`config.mk`:
```
export PLATFORM = sky130hd
export DESIGN_NAME = n1_pfetch_flat
export DESIGN_NICKNAME = d
export VERILOG_FILES = /design/src/rtl/n1_pfetch_if.sv /design/src/rtl/n1_pfetch.sv /design/src/flat_wrapper.sv
export SDC_FILE = /design/constraint.sdc
export NUM_CORES = 1
export LEC_CHECK = 0
export ABC_AREA = 1
export CORE_ASPECT_RATIO = 1.1
export CORE_MARGIN = 5
export CORE_UTILIZATION = 40
export DETAILED_ROUTE_END_ITERATION = 6
export PLACE_DENSITY = 0.8
export SYNTH_ARGS = -nofsm -noshare
export SYNTH_HDL_FRONTEND = slang
export SYNTH_SLANG_ARGS = --single-unit
```
`constraint.sdc`:
```
create_clock -name clk_i -period 2.6 [get_ports clk_i]
set_clock_uncertainty 0.2 [all_clocks]
set_input_delay 0.65 -clock clk_i [delete_from_list [all_inputs] [get_ports clk_i]]
set_output_delay 0.65 -clock clk_i [all_outputs]
set_load 0.02 [all_outputs]
```
`src/rtl/n1_pfetch_if.sv`:
```
// n1_pfetch_if: Wishbone-pipelined program bus, read-only view.
// master = fetch unit (cyc/stb/adr out), slave = program memory side.
interface n1_pfetch_if;
    logic        cyc;
    logic        stb;
    logic [15:0] adr;
    logic        stall;
    logic        ack;
    logic        rty;
    logic [15:0] dat;

    modport master (
        output cyc,
        output stb,
        output adr,
        input  stall,
        input  ack,
        input  rty,
        input  dat
    );

    modport slave (
        input  cyc,
        input  stb,
        input  adr,
        output stall,
        output ack,
        output rty,
        output dat
    );
endinterface

```
`src/rtl/n1_pfetch.sv`:
```
// n1_pfetch: N1 program fetch unit. Holds the PC, runs one pbus read
// per opcode and hands the opcode to the IR through valid/ready.
//
// Ports:
//   clk_i, async_rst_i      clock, async active-low reset
//   pagu2pf_*               change-of-flow target from the pagu
//   fc2pf_fetch_i / busy_o  fetch request from flow control
//   pbus                    Wishbone-pipelined program bus (master)
//   pf2ir_*, ir2pf_ready_i  opcode buffer handshake to the IR
//   pf2prs_pc_o             address of the buffered opcode
module n1_pfetch #(
    parameter logic [15:0] RESET_ADR = 16'h0000
) (
    input  logic        clk_i,
    input  logic        async_rst_i,

    input  logic        pagu2pf_adr_sel_i,
    input  logic [15:0] pagu2pf_radr_i,
    input  logic [15:0] pagu2pf_aadr_i,

    input  logic        fc2pf_fetch_i,
    output logic        pf2fc_busy_o,

    n1_pfetch_if.master pbus,

    output logic [15:0] pf2ir_opc_o,
    output logic        pf2ir_valid_o,
    input  logic        ir2pf_ready_i,

    output logic [15:0] pf2prs_pc_o
);

    typedef enum logic [2:0] {
        BOOT = 3'd0,
        IDLE = 3'd1,
        ADDR = 3'd2,
        DATA = 3'd3,
        HOLD = 3'd4
    } state_t;

    state_t      state_q;
    logic [15:0] pc_q;
    logic [15:0] opc_q;
    logic [15:0] pc_d;

    // Relative targets are taken from the current pc, which in HOLD is
    // the address of the opcode being consumed. Wraps modulo 2^16.
    always_comb begin
        pc_d = pc_q + pagu2pf_radr_i;
        if (pagu2pf_adr_sel_i) begin
            pc_d = pagu2pf_aadr_i;
        end
    end

    always_ff @(posedge clk_i or negedge async_rst_i) begin
        if (!async_rst_i) begin
            state_q <= BOOT;
            pc_q    <= RESET_ADR;
            opc_q   <= '0;
        end else begin
            unique case (state_q)
                BOOT: begin
                    state_q <= ADDR;
                end
                IDLE: begin
                    if (fc2pf_fetch_i) begin
                        pc_q    <= pc_d;
                        state_q <= ADDR;
                    end
                end
                ADDR: begin
                    if (!pbus.stall) begin
                        state_q <= DATA;
                    end
                end
                DATA: begin
                    // ack has priority over a simultaneous retry
                    if (pbus.ack) begin
                        opc_q   <= pbus.dat;
                        state_q <= HOLD;
                    end else if (pbus.rty) begin
                        state_q <= ADDR;
                    end
                end
                HOLD: begin
                    if (ir2pf_ready_i) begin
                        if (fc2pf_fetch_i) begin
                            pc_q    <= pc_d;
                            state_q <= ADDR;
                        end else begin
                            state_q <= IDLE;
                        end
                    end
                end
                default: begin
                    state_q <= BOOT;
                end
            endcase
        end
    end

    // Outputs decode the state register only, so a bus-side input never
    // reaches an output combinationally and reset drops cyc/stb at once.
    assign pbus.cyc      = (state_q == ADDR) || (state_q == DATA);
    assign pbus.stb      = (state_q == ADDR);
    assign pbus.adr      = pc_q;
    assign pf2ir_valid_o = (state_q == HOLD);
    assign pf2ir_opc_o   = opc_q;
    assign pf2prs_pc_o   = pc_q;
    assign pf2fc_busy_o  = !((state_q == IDLE) ||
                             ((state_q == HOLD) && ir2pf_ready_i));

endmodule

```
`src/flat_wrapper.sv`:
```
// flat-port wrapper written by rule: the top's interface ports become plain ports
module n1_pfetch_flat 
#(
    parameter logic [15:0] RESET_ADR = 16'h0000
)
  (clk_i, async_rst_i, pagu2pf_adr_sel_i, pagu2pf_radr_i, pagu2pf_aadr_i, fc2pf_fetch_i, pf2fc_busy_o, pf2ir_opc_o, pf2ir_valid_o, ir2pf_ready_i, pf2prs_pc_o, pbus_cyc, pbus_stb, pbus_adr, pbus_stall, pbus_ack, pbus_rty, pbus_dat);
  n1_pfetch_if pbus_i ();
  input  logic clk_i;
  input  logic async_rst_i;
  input  logic pagu2pf_adr_sel_i;
  input  logic [15:0] pagu2pf_radr_i;
  input  logic [15:0] pagu2pf_aadr_i;
  input  logic fc2pf_fetch_i;
  output logic pf2fc_busy_o;
  output logic [15:0] pf2ir_opc_o;
  output logic pf2ir_valid_o;
  input  logic ir2pf_ready_i;
  output logic [15:0] pf2prs_pc_o;
  output wire logic [$bits(pbus_i.cyc)-1:0] pbus_cyc;
  output wire logic [$bits(pbus_i.stb)-1:0] pbus_stb;
  output wire logic [$bits(pbus_i.adr)-1:0] pbus_adr;
  input wire logic [$bits(pbus_i.stall)-1:0] pbus_stall;
  input wire logic [$bits(pbus_i.ack)-1:0] pbus_ack;
  input wire logic [$bits(pbus_i.rty)-1:0] pbus_rty;
  input wire logic [$bits(pbus_i.dat)-1:0] pbus_dat;
  assign pbus_cyc = pbus_i.cyc;
  assign pbus_stb = pbus_i.stb;
  assign pbus_adr = pbus_i.adr;
  assign pbus_i.stall = pbus_stall;
  assign pbus_i.ack = pbus_ack;
  assign pbus_i.rty = pbus_rty;
  assign pbus_i.dat = pbus_dat;
  n1_pfetch #(.RESET_ADR(RESET_ADR)) u_core (.clk_i(clk_i), .async_rst_i(async_rst_i), .pagu2pf_adr_sel_i(pagu2pf_adr_sel_i), .pagu2pf_radr_i(pagu2pf_radr_i), .pagu2pf_aadr_i(pagu2pf_aadr_i), .fc2pf_fetch_i(fc2pf_fetch_i), .pf2fc_busy_o(pf2fc_busy_o), .pbus(pbus_i), .pf2ir_opc_o(pf2ir_opc_o), .pf2ir_valid_o(pf2ir_valid_o), .ir2pf_ready_i(ir2pf_ready_i), .pf2prs_pc_o(pf2prs_pc_o));
endmodule
```
==> Word-level counts from Yosys, hierarchy flattened <==
Cells that the tools add are included.
{ "word_totals": {"input_bits": 56, "register_bits": 35, "wordCells": 32, "out_inout_bits": 52} }
{ "classes": {"n_addsub": 1, "eq_ne": 8, "n_reduce_logical": 9, "n_mux": 11} }
{ "op_table": {"columns": ["cell", "n"], "rows": [
  ["16-bit two-way mux", 3],
  ["16-bit one-hot mux with 2 select lines", 1],
  ["16-bit adder", 1],
  ["3-bit two-way mux", 5],
  ["3-bit one-hot mux with 5 select lines", 1],
  ["3-bit by 2-bit == test with 1-bit output (second input constant)", 2],
  ["2-bit != test (second input constant)", 2],
  ["2-bit AND reduction", 2],
  ["4-bit AND reduction", 1],
  ["3-bit by 1-bit == test with 1-bit output (second input constant)", 1],
  ["3-bit == test (second input constant)", 1],
  ["3-bit zero test", 1],
  ["3-bit != test (second input constant)", 1],
  ["1-bit logical OR", 2],
  ["2-bit two-way mux", 1],
  ["2-bit by 1-bit != test with 1-bit output (second input constant)", 1],
  ["2-bit nonzero test", 1],
  ["1-bit logical AND", 1],
  ["1-bit zero test", 1]
]} }

==> Longest topological paths before layout <==
Gate-level depths: netlist (run 1).
{ "logic_depth": {"ltp_word": 5, "ltp_mapped": 12, "depth_no_buf": 12} }

==> Worst setup path after synthesis (run 1) <==
No wires, ideal clock.
{ "synth_path": {"path_kind": "input to register", "startpoint": "in pagu2pf_radr_i[0]", "endpoint": "reg u_core.pc_q[8] (netlist: u_core.pbus.adr[8])", "setup_time_ns": 0.116, "slack_ns": 0.400, "path_buffers": 0, "arrival_ns": 1.883, "cell_stages": 11, "required_ns": 2.284, "cell_sequence": "ha_1 > fa_1 > nand2_1 > nand2_1 > and2_1 > nand2_1 > nand2_1 > xnor2_1 > nand2_1 > nand2_1 > nand2_1"} }
{ "synth_via": {"elab_chain_cells": 5} }
{ "synth_lines": {"columns": ["item", "line", "text"], "rows": [
  ["start, declared", "flat_wrapper.sv:11", "input logic [15:0] pagu2pf_radr_i;"],
  ["16-bit adder (*)", "n1_pfetch.sv:49", "pc_d = pc_q + pagu2pf_radr_i;"],
  ["16-bit two-way mux (*)", "n1_pfetch.sv:50", "if (pagu2pf_adr_sel_i) begin"],
  ["16-bit two-way mux (*)", "n1_pfetch.sv:66, n1_pfetch.sv:87", null],
  ["16-bit two-way mux", "n1_pfetch.sv:86", "if (ir2pf_ready_i) begin"],
  ["16-bit one-hot mux with 2 select lines (*)", "n1_pfetch.sv:61", "unique case (state_q)"],
  ["end signal, assigned", "n1_pfetch.sv:67", "pc_q <= pc_d;"],
  ["end signal, assigned", "n1_pfetch.sv:88", "pc_q <= pc_d;"],
  ["end, declared", "n1_pfetch.sv:42", "logic [15:0] pc_q;"]
]} }
Mark *: on every way between the ends. The rest lies on a longest branch, timed or not. The select of a mux whose other input is x is not followed.
A chain may end at the register's enable or synchronous reset.

==> Worst setup path in the final report (run 1) <==
{ "layout_path": {"startpoint": "in ir2pf_ready_i", "endpoint": "out pf2fc_busy_o"} }
{ "layout_via": {"elab_chain_cells": 3} }
{ "layout_lines": {"columns": ["item", "line", "text"], "rows": [
  ["start, declared", "flat_wrapper.sv:17", "input logic ir2pf_ready_i;"],
  ["1-bit logical AND", "n1_pfetch.sv:111", "((state_q == HOLD) && ir2pf_ready_i));"],
  ["1-bit logical OR", "n1_pfetch.sv:110", "assign pf2fc_busy_o = !((state_q == IDLE) ||"],
  ["1-bit zero test", "n1_pfetch.sv:110", null],
  ["end, declared", "flat_wrapper.sv:14", "output logic pf2fc_busy_o;"]
]} }
No other way between the ends.

==> results of run 1 <==
[how the worst max path moves through the flow]
stage | from | end | slack [ns] | cells past startpoint
floorplan | pagu2pf_radr_i[0] | u_core.pbus.adr[8] | 0.40 | 11
global placement | ir2pf_ready_i | pf2fc_busy_o | -0.15 | 5
detailed placement | pagu2pf_radr_i[0] | u_core.pbus.adr[8] | -0.19 | 12
CTS | ir2pf_ready_i | pf2fc_busy_o | 0.07 | 5
global route | u_core.state_q[1] | pf2ir_valid_o | 0.01 | 4
finish | ir2pf_ready_i | pf2fc_busy_o | 0.06 | 5
[synthesized netlist by cell type]
cell type	count
sky130_fd_sc_hd__nand2_1	123
sky130_fd_sc_hd__inv_1	47
sky130_fd_sc_hd__nor2_1	36
sky130_fd_sc_hd__dfrtp_1	35
sky130_fd_sc_hd__nand3_1	22
sky130_fd_sc_hd__buf_4	18
sky130_fd_sc_hd__ha_1	15
sky130_fd_sc_hd__a21oi_1	12
sky130_fd_sc_hd__mux2_4	9
sky130_fd_sc_hd__mux2_2	7
sky130_fd_sc_hd__nor3_1	4
sky130_fd_sc_hd__o21ai_0	4
sky130_fd_sc_hd__a31oi_1	3
sky130_fd_sc_hd__nand3b_1	3
sky130_fd_sc_hd__o211ai_1	3
sky130_fd_sc_hd__xnor2_1	3
sky130_fd_sc_hd__clkbuf_1	2
sky130_fd_sc_hd__inv_2	2
sky130_fd_sc_hd__nor2_2	2
sky130_fd_sc_hd__or2_2	2
sky130_fd_sc_hd__and2_1	1
sky130_fd_sc_hd__buf_12	1
sky130_fd_sc_hd__buf_2	1
sky130_fd_sc_hd__clkinv_1	1
sky130_fd_sc_hd__fa_1	1
sky130_fd_sc_hd__nand2_2	1
sky130_fd_sc_hd__nand2_4	1
sky130_fd_sc_hd__nand3_2	1
sky130_fd_sc_hd__nand4_1	1
sky130_fd_sc_hd__o21ai_1	1
sky130_fd_sc_hd__or2_0	1
sky130_fd_sc_hd__xor2_1	1
[metal layers]
metal | up-vias | part of all wire
met5 | - | 0
met4 | 0 | 0.011
met3 | 6 | 0.092
met2 | 88 | 0.50
met1 | 1176 | 0.40
li1 | 1315 | -
[logic make-up after synthesis]
logic type	Yosys count
and+or+nand+nor	198
buffers and inverters	72
DFF	35
AOI/OAI and AO/OA	23
muxes	16
adders and majority gates	16
xor gates and xnor gates	4
[state kept, by name (all words and copies together), names as in the netlist]
name                cells
u_core.pbus.adr        16
u_core.pf2ir_opc_o     16
u_core.state_q          3
[power breakdown]
group          switching (mW)  leakage [nW]  internal [mW]
sequential              0.236         0.422          0.813
clock                   0.204        0.0612          0.311
combinational            1.59          1.49           1.42
total                    2.03          1.97           2.54
[worst max-delay path, cell delays in order]
cell	delay (ns)
sky130_fd_sc_hd__clkdlybuf4s50_1	0.40
sky130_fd_sc_hd__nor2_1	0.18
sky130_fd_sc_hd__nor2_2	0.08
sky130_fd_sc_hd__inv_1	0.05
sky130_fd_sc_hd__dlygate4sd2_1	0.32
[placed cells by master (no fill, tap or decap), types with 2 or more instances in the layout]
master,count
sky130_fd_sc_hd__clkbuf_8,6
sky130_fd_sc_hd__or2_2,2
sky130_fd_sc_hd__o211ai_1,3
sky130_fd_sc_hd__a31oi_1,3
sky130_fd_sc_hd__o21ai_0,4
sky130_fd_sc_hd__buf_4,7
sky130_fd_sc_hd__nor2_2,2
sky130_fd_sc_hd__xnor2_1,3
sky130_fd_sc_hd__clkdlybuf4s50_1,104
sky130_fd_sc_hd__inv_2,2
sky130_fd_sc_hd__nand2_1,122
sky130_fd_sc_hd__ha_1,15
sky130_fd_sc_hd__nand3b_1,3
sky130_fd_sc_hd__a21oi_1,12
sky130_fd_sc_hd__mux2_2,7
sky130_fd_sc_hd__nand3_1,22
sky130_fd_sc_hd__nor3_1,4
sky130_fd_sc_hd__inv_1,47
sky130_fd_sc_hd__dfrtp_1,35
sky130_fd_sc_hd__nor2_1,36
sky130_fd_sc_hd__mux2_4,9
sky130_fd_sc_hd__nand2_2,2
[area by class of cell]
cell class	count	area, um^2
Clock inverter	2	35.0
Timing Repair Buffer	114	1120
Fill cell	605	2700
Tap cell	82	103
Multi-Input combinational cell	257	1410
Sequential cell	35	876
Inverter	50	188
Clock buffer	6	82.6
[repair_timing]
item                                    in CTS  in global routing
pin swaps                                    0                  1
hold buffers                                 0                  0
resized for setup                            1                  3
endpoints found under the setup margin       1                  3
cloned                                       0                  0
setup buffers                                0                  0
==> impl_metrics.tcl, run 1 <==
set metrics [dict create \
    run_status "finished clean" \
    htreeDepth 2 \
    reg2reg_slack_ns 0.48 \
    compound_gate_fraction_of_synth_area 0.0480 \
    timing_hold_violations_final 0 \
    clk-insertion-delay-late_ns 0.28 \
    design.core.area_um2 6520 \
    p_per_area_nw_per_um2 1200 \
    ff2ff_path_depth 11 \
    hold_ws_ns 0.261 \
    clkSlewWorstSetupHoldPaths_ns 0.07 \
    yosysTopAreaCellShare 0.332 \
    ys_seq_elements 35 \
    placedCellCount 538 \
    synth.lib_cells_used.distinct 32 \
    synth_adder_area_share 0.0788 \
    crit_path_dat_ns 1.69 \
    r2r_end "u_core.pbus.adr[8]" \
    regToRegStartpoint "u_core.pbus.adr[0]" \
    grt_pass1_vias 2686 \
    largest_family_of_logic_cells_by_synthesized_area "simple AND/OR/NAND/NOR gates" \
    num_antenna_cells 0 \
    grtUsageTotal 0.175 \
    finalWorstPathRequiredPeriod_ns 2.54 \
    detailedRoute.firstPassIterationCount 4 \
    syn_area_um2 2640 \
    clock_sinks 35 \
    vias 2585 \
    die_w_um 87.4 \
    synth_mux_area_frac 0.0812 \
    ys.warnings.count 0 \
    rsz0062_at_grt "no" \
    rows 31 \
    drt-vias-per-instance 4.73 \
    postSynthNetCount 436 \
    drtIter0Drc 95 \
    final.period_utilization 0.977 \
    grt_max_degree 36 \
    number_of_buffers_added_by_the_clock_tree_synthesis_step 5 \
    crit_path_end_kind "output pin" \
    post_synth.cell_area_avg_um2 7.24 \
    total_die_area_um2 8310 \
    power_leakage_nw 1.97 \
    worstSetupStartpointType "input pin" \
    place.detailed.hpwl_um 5570 \
    post-synth-top-area-cell "sky130_fd_sc_hd__dfrtp_1" \
    floorplan.initialDensity 0.404 \
    total_power_mw 4.57 \
    worst_ep_required_ns 1.75 \
    post_synth_xor_area_fraction 0.0133 \
    dp_slack_ns -0.192 \
    worst-setup-path-type "in2out" \
    cts_tree "yes" \
    placement.io_buffers 107 \
    post_synth_main_area_contributors "sky130_fd_sc_hd__dfrtp_1 33%, sky130_fd_sc_hd__nand2_1 18%, sky130_fd_sc_hd__ha_1 7.1%" \
    initial_antenna_violation_count 0 \
    grt_first_pass_wirelength_um 11600 \
    die_y_um 95.1 \
    layout-drive-gt1-share 0.0927 \
    global_route.usage.met2 0.315 \
    postRouteAntennaNets 0 \
    placed_area_um2 3690 \
    timing.final.max_slew_violations 0 \
    max_clock_freq_ghz 0.394 \
    post_synth_inst_count 364 \
    worst_slew_margin_rel 0.446 \
    sum_neg_setup_slack_ns 0 \
    global_route.usage.met3 0.0691 \
    gr-max-usage-layer "met2" \
    use_met1 0.191 \
    worst_pin_slew_ns 0.831 \
    max_buffers_root_to_sink 2 \
    critical_path_peak_fanout 2 \
    synth_sequential_area_ratio 0.332 \
    count_of_endpoints_failing_setup_in_the_final_report 0 \
    total_congestion_overflow_after_global_routing 0 \
    postRouteWirelength_um 7050 \
    maxCapViolCount 0 \
    worst_hold_path_type "in2async" \
    drcViolationCount 0 \
    cts_root_buffer "sky130_fd_sc_hd__clkbuf_8" \
    flow.area_growth_from_synthesis_pct 44.7 \
    synthSimpleGateAreaFrac 0.311 \
    fin_util 0.585 \
    irDropWorstVdd_v 0.000604 \
    final_net_count 535 \
    post_drt_wl_per_cell_um 12.9 \
    stdcell_count 546 \
    ioPinCount 108 \
    worst_slack_ns 0.0609 \
    stdcell_area_um2 3810 \
    gp_routability_congestion 0.911 \
]
Note: power is estimated with default switching activity, not from simulation.
==> run 2: changes to the inputs <==
==> constraint.sdc (replaced) <==
create_clock -name clk_i -period 2.9 [get_ports clk_i]
set_clock_uncertainty 0.2 [all_clocks]
set_input_delay 0.725 -clock clk_i [delete_from_list [all_inputs] [get_ports clk_i]]
set_output_delay 0.725 -clock clk_i [all_outputs]
set_load 0.02 [all_outputs]
==> run 2 against run 1 <==
Compared with the run above:
- clock power fell by 29%
- largest power group unchanged
- global-route usage fell by 0.25 points
- worst hold slack improved by 0.047 ns
- register-to-register slack improved by 0.27 ns
- critical path depth did not move
- critical endpoint unchanged
- non-clock buffer count fell by 4
- first-iteration DRC count fell by 6.3%
==> impl_metrics.tcl, run 2 (synthesized netlist as in run 1, its figures left out) <==
set metrics [dict create \
    dp_slack_ns -0.0444 \
    critical_path_peak_fanout 2 \
    worst-setup-path-type "in2out" \
    buffers_plus_inverters_on_the_worst_setup_path 3 \
    ioPinCount 108 \
    gp_routability_congestion 0.915 \
    rows 31 \
    place.detailed.hpwl_um 5380 \
    clock_sinks 35 \
    drtIter0Drc 89 \
    timing_hold_violations_final 0 \
    num_antenna_cells 0 \
    crit_path_dat_ns 1.76 \
    layout-drive-gt1-share 0.0804 \
    clkSlewWorstSetupHoldPaths_ns 0.07 \
    worst_ep_required_ns 1.98 \
    floorplan.initialDensity 0.404 \
    cts_root_buffer "sky130_fd_sc_hd__clkbuf_8" \
    postRouteAntennaNets 0 \
    total_die_area_um2 8310 \
    critical-path-slowest-cell "sky130_fd_sc_hd__clkdlybuf4s50_1" \
    fillCellCount 613 \
    use_met1 0.196 \
    vias 2511 \
    power_leakage_nw 1.92 \
    seqPwrFrac 0.238 \
    grt_first_pass_wirelength_um 11500 \
    maxCapViolCount 0 \
    design.core.area_um2 6520 \
    clock_power_share 0.093 \
    rsz0062_at_grt "no" \
    gr-max-usage-layer "met2" \
    most_common_cell_after_layout_fill_and_taps_aside "sky130_fd_sc_hd__nand2_1" \
    cts_tree "yes" \
    post_drt_wl_per_cell_um 12.6 \
    max_clock_freq_ghz 0.372 \
    detailedRoute.firstPassIterationCount 4 \
    run_status "finished clean" \
    path_delay_family "buffers and inverters" \
    drcViolationCount 0 \
    final.period_utilization 0.926 \
    global_route.usage.met3 0.0666 \
    placement.io_buffers 107 \
    finalWorstPathRequiredPeriod_ns 2.68 \
    power_switching_share 0.458 \
    switching_power_mw 1.80 \
    worst_slew_margin_rel 0.451 \
    postRouteWirelength_um 6830 \
    cellInternalPower_mw 2.14 \
    die_w_um 87.4 \
    number_of_buffers_added_by_the_clock_tree_synthesis_step 5 \
    count_of_endpoints_failing_setup_in_the_final_report 0 \
    grt_pass1_vias 2577 \
    worst_hold_path_type "reg2reg" \
    cts_hold_fix_bufs 0 \
    worst_pin_slew_ns 0.824 \
    grt_max_degree 36 \
    final_net_count 531 \
    grtUsageTotal 0.173 \
    crit_path_end_kind "output pin" \
    crit_chain "clkdlybuf4s50_1 -> nor2_1 -> nor2_2 -> inv_1 -> dlygate4sd2_1" \
    total_congestion_overflow_after_global_routing 0 \
    initial_antenna_violation_count 0 \
    flow.area_growth_from_synthesis_pct 42.2 \
    clk-insertion-delay-late_ns 0.29 \
    cts_resized 1 \
    fin_util 0.575 \
    most-common-layout-cells "123 x sky130_fd_sc_hd__nand2_1, 105 x sky130_fd_sc_hd__clkdlybuf4s50_1, 47 x sky130_fd_sc_hd__inv_1" \
    sum_neg_setup_slack_ns 0 \
    irDropWorstVdd_v 0.000523 \
    p_per_area_nw_per_um2 1050 \
    worst_slack_ns 0.215 \
    max_buffers_root_to_sink 2 \
    cp_slowest_stage_delay_ns 0.39 \
    placed_area_um2 3660 \
    htreeDepth 2 \
    timing.final.max_slew_violations 0 \
    die_y_um 95.1 \
    drt-vias-per-instance 4.63 \
    stdcell_area_um2 3750 \
    worstSetupStartpointType "input pin" \
    global_route.usage.met2 0.298 \
    post-cts-setup-buffer-count 0 \
    pwr-share-comb 0.669 \
]
## run 2: cell types whose count changed in the layout (fill, tap and decap cells not counted), sizes merged
| cell | delta |
|---|---|
| buf | -4 |
| bufinv | -1 |
| clkbuf | -1 |
| clkdlybuf4s50 | +1 |
| clkinvlp | +2 |
| dlymetal6s2s | -1 |
## run 2: worst paths after layout
| path | startpoint | end | slack, ns | cells after the start |
|---|---|---|---|---|
| hold / removal | u_core.pf2ir_opc_o[10] | u_core.pf2ir_opc_o[10] | 0.31 | 1 |
| min in group asynchronous | async_rst_i | u_core.pf2ir_opc_o[12] | 0.32 | 1 |
| setup / recovery | ir2pf_ready_i | pf2fc_busy_o | 0.22 | 5 |
| max in group asynchronous | async_rst_i | u_core.pbus.adr[0] | 1.65 | 1 |
| setup reg to reg | u_core.pbus.adr[0] | u_core.pbus.adr[8] | 0.75 | 11 |
| hold reg to reg | u_core.pf2ir_opc_o[10] | u_core.pf2ir_opc_o[10] | 0.31 | 1 |
## run 2: worst reg2reg max path, stage by stage, from the launching register on
cell	delay, ns
sky130_fd_sc_hd__dfrtp_1	0.42
sky130_fd_sc_hd__ha_1	0.25
sky130_fd_sc_hd__fa_1	0.40
sky130_fd_sc_hd__nand2_1	0.11
sky130_fd_sc_hd__nand2_1	0.08
sky130_fd_sc_hd__and2_1	0.18
sky130_fd_sc_hd__nand2_1	0.07
sky130_fd_sc_hd__nand2_1	0.05
sky130_fd_sc_hd__xnor2_1	0.14
sky130_fd_sc_hd__nand2_1	0.07
sky130_fd_sc_hd__nand2_1	0.06
sky130_fd_sc_hd__nand2_1	0.04
## run 2: power by group through the flow
stage	registers, mW	clock network (mW)	logic, mW
after floorplan	1.18	0	1.51
after global placement	0.931	0	2.60
after detailed placement	0.943	0	2.65
after CTS	0.943	0.384	2.66
after global routing	0.982	0.404	2.91
final	0.937	0.365	2.64
## run 2: area by class of cell
cell class	count	area (um^2)	area share
Sequential cell	35	876	0.234
Clock inverter	3	20.0	0.00534
Clock buffer	5	68.8	0.0184
Multi-Input combinational cell	257	1400	0.375
Tap cell	82	103	0.0274
Timing Repair Buffer	110	1090	0.290
Inverter	50	188	0.0501
## run 2: routing by layer
layer	routed length, um	share of wire
met3	610	0.089
met5	0	0
met2	3320	0.49
met4	123	0.018
met1	2770	0.41
## run 2: per-stage QoR
step | power, mW | hold WS (ns) | cells
2_1_floorplan | 2.69 | 0.229 | 364
3_3_place_gp | 3.53 | 0.287 | 534
3_5_place_dp | 3.59 | 0.293 | 534
4_1_cts | 3.98 | 0.312 | 542
5_1_grt | 4.29 | 0.334 | 542
6_report | 3.94 | 0.307 | 542
==> run 3: changes to the inputs <==
--- a/config.mk
+++ b/config.mk
@@ -10,6 +10,7 @@
 export CORE_MARGIN = 5
 export CORE_UTILIZATION = 40
 export DETAILED_ROUTE_END_ITERATION = 6
+export HOLD_SLACK_MARGIN = 0.08
 export PLACE_DENSITY = 0.8
 export SYNTH_ARGS = -nofsm -noshare
 export SYNTH_HDL_FRONTEND = slang
==> results of run 3 <==
Final layout, timing and power as in run 2 (identical DEF).
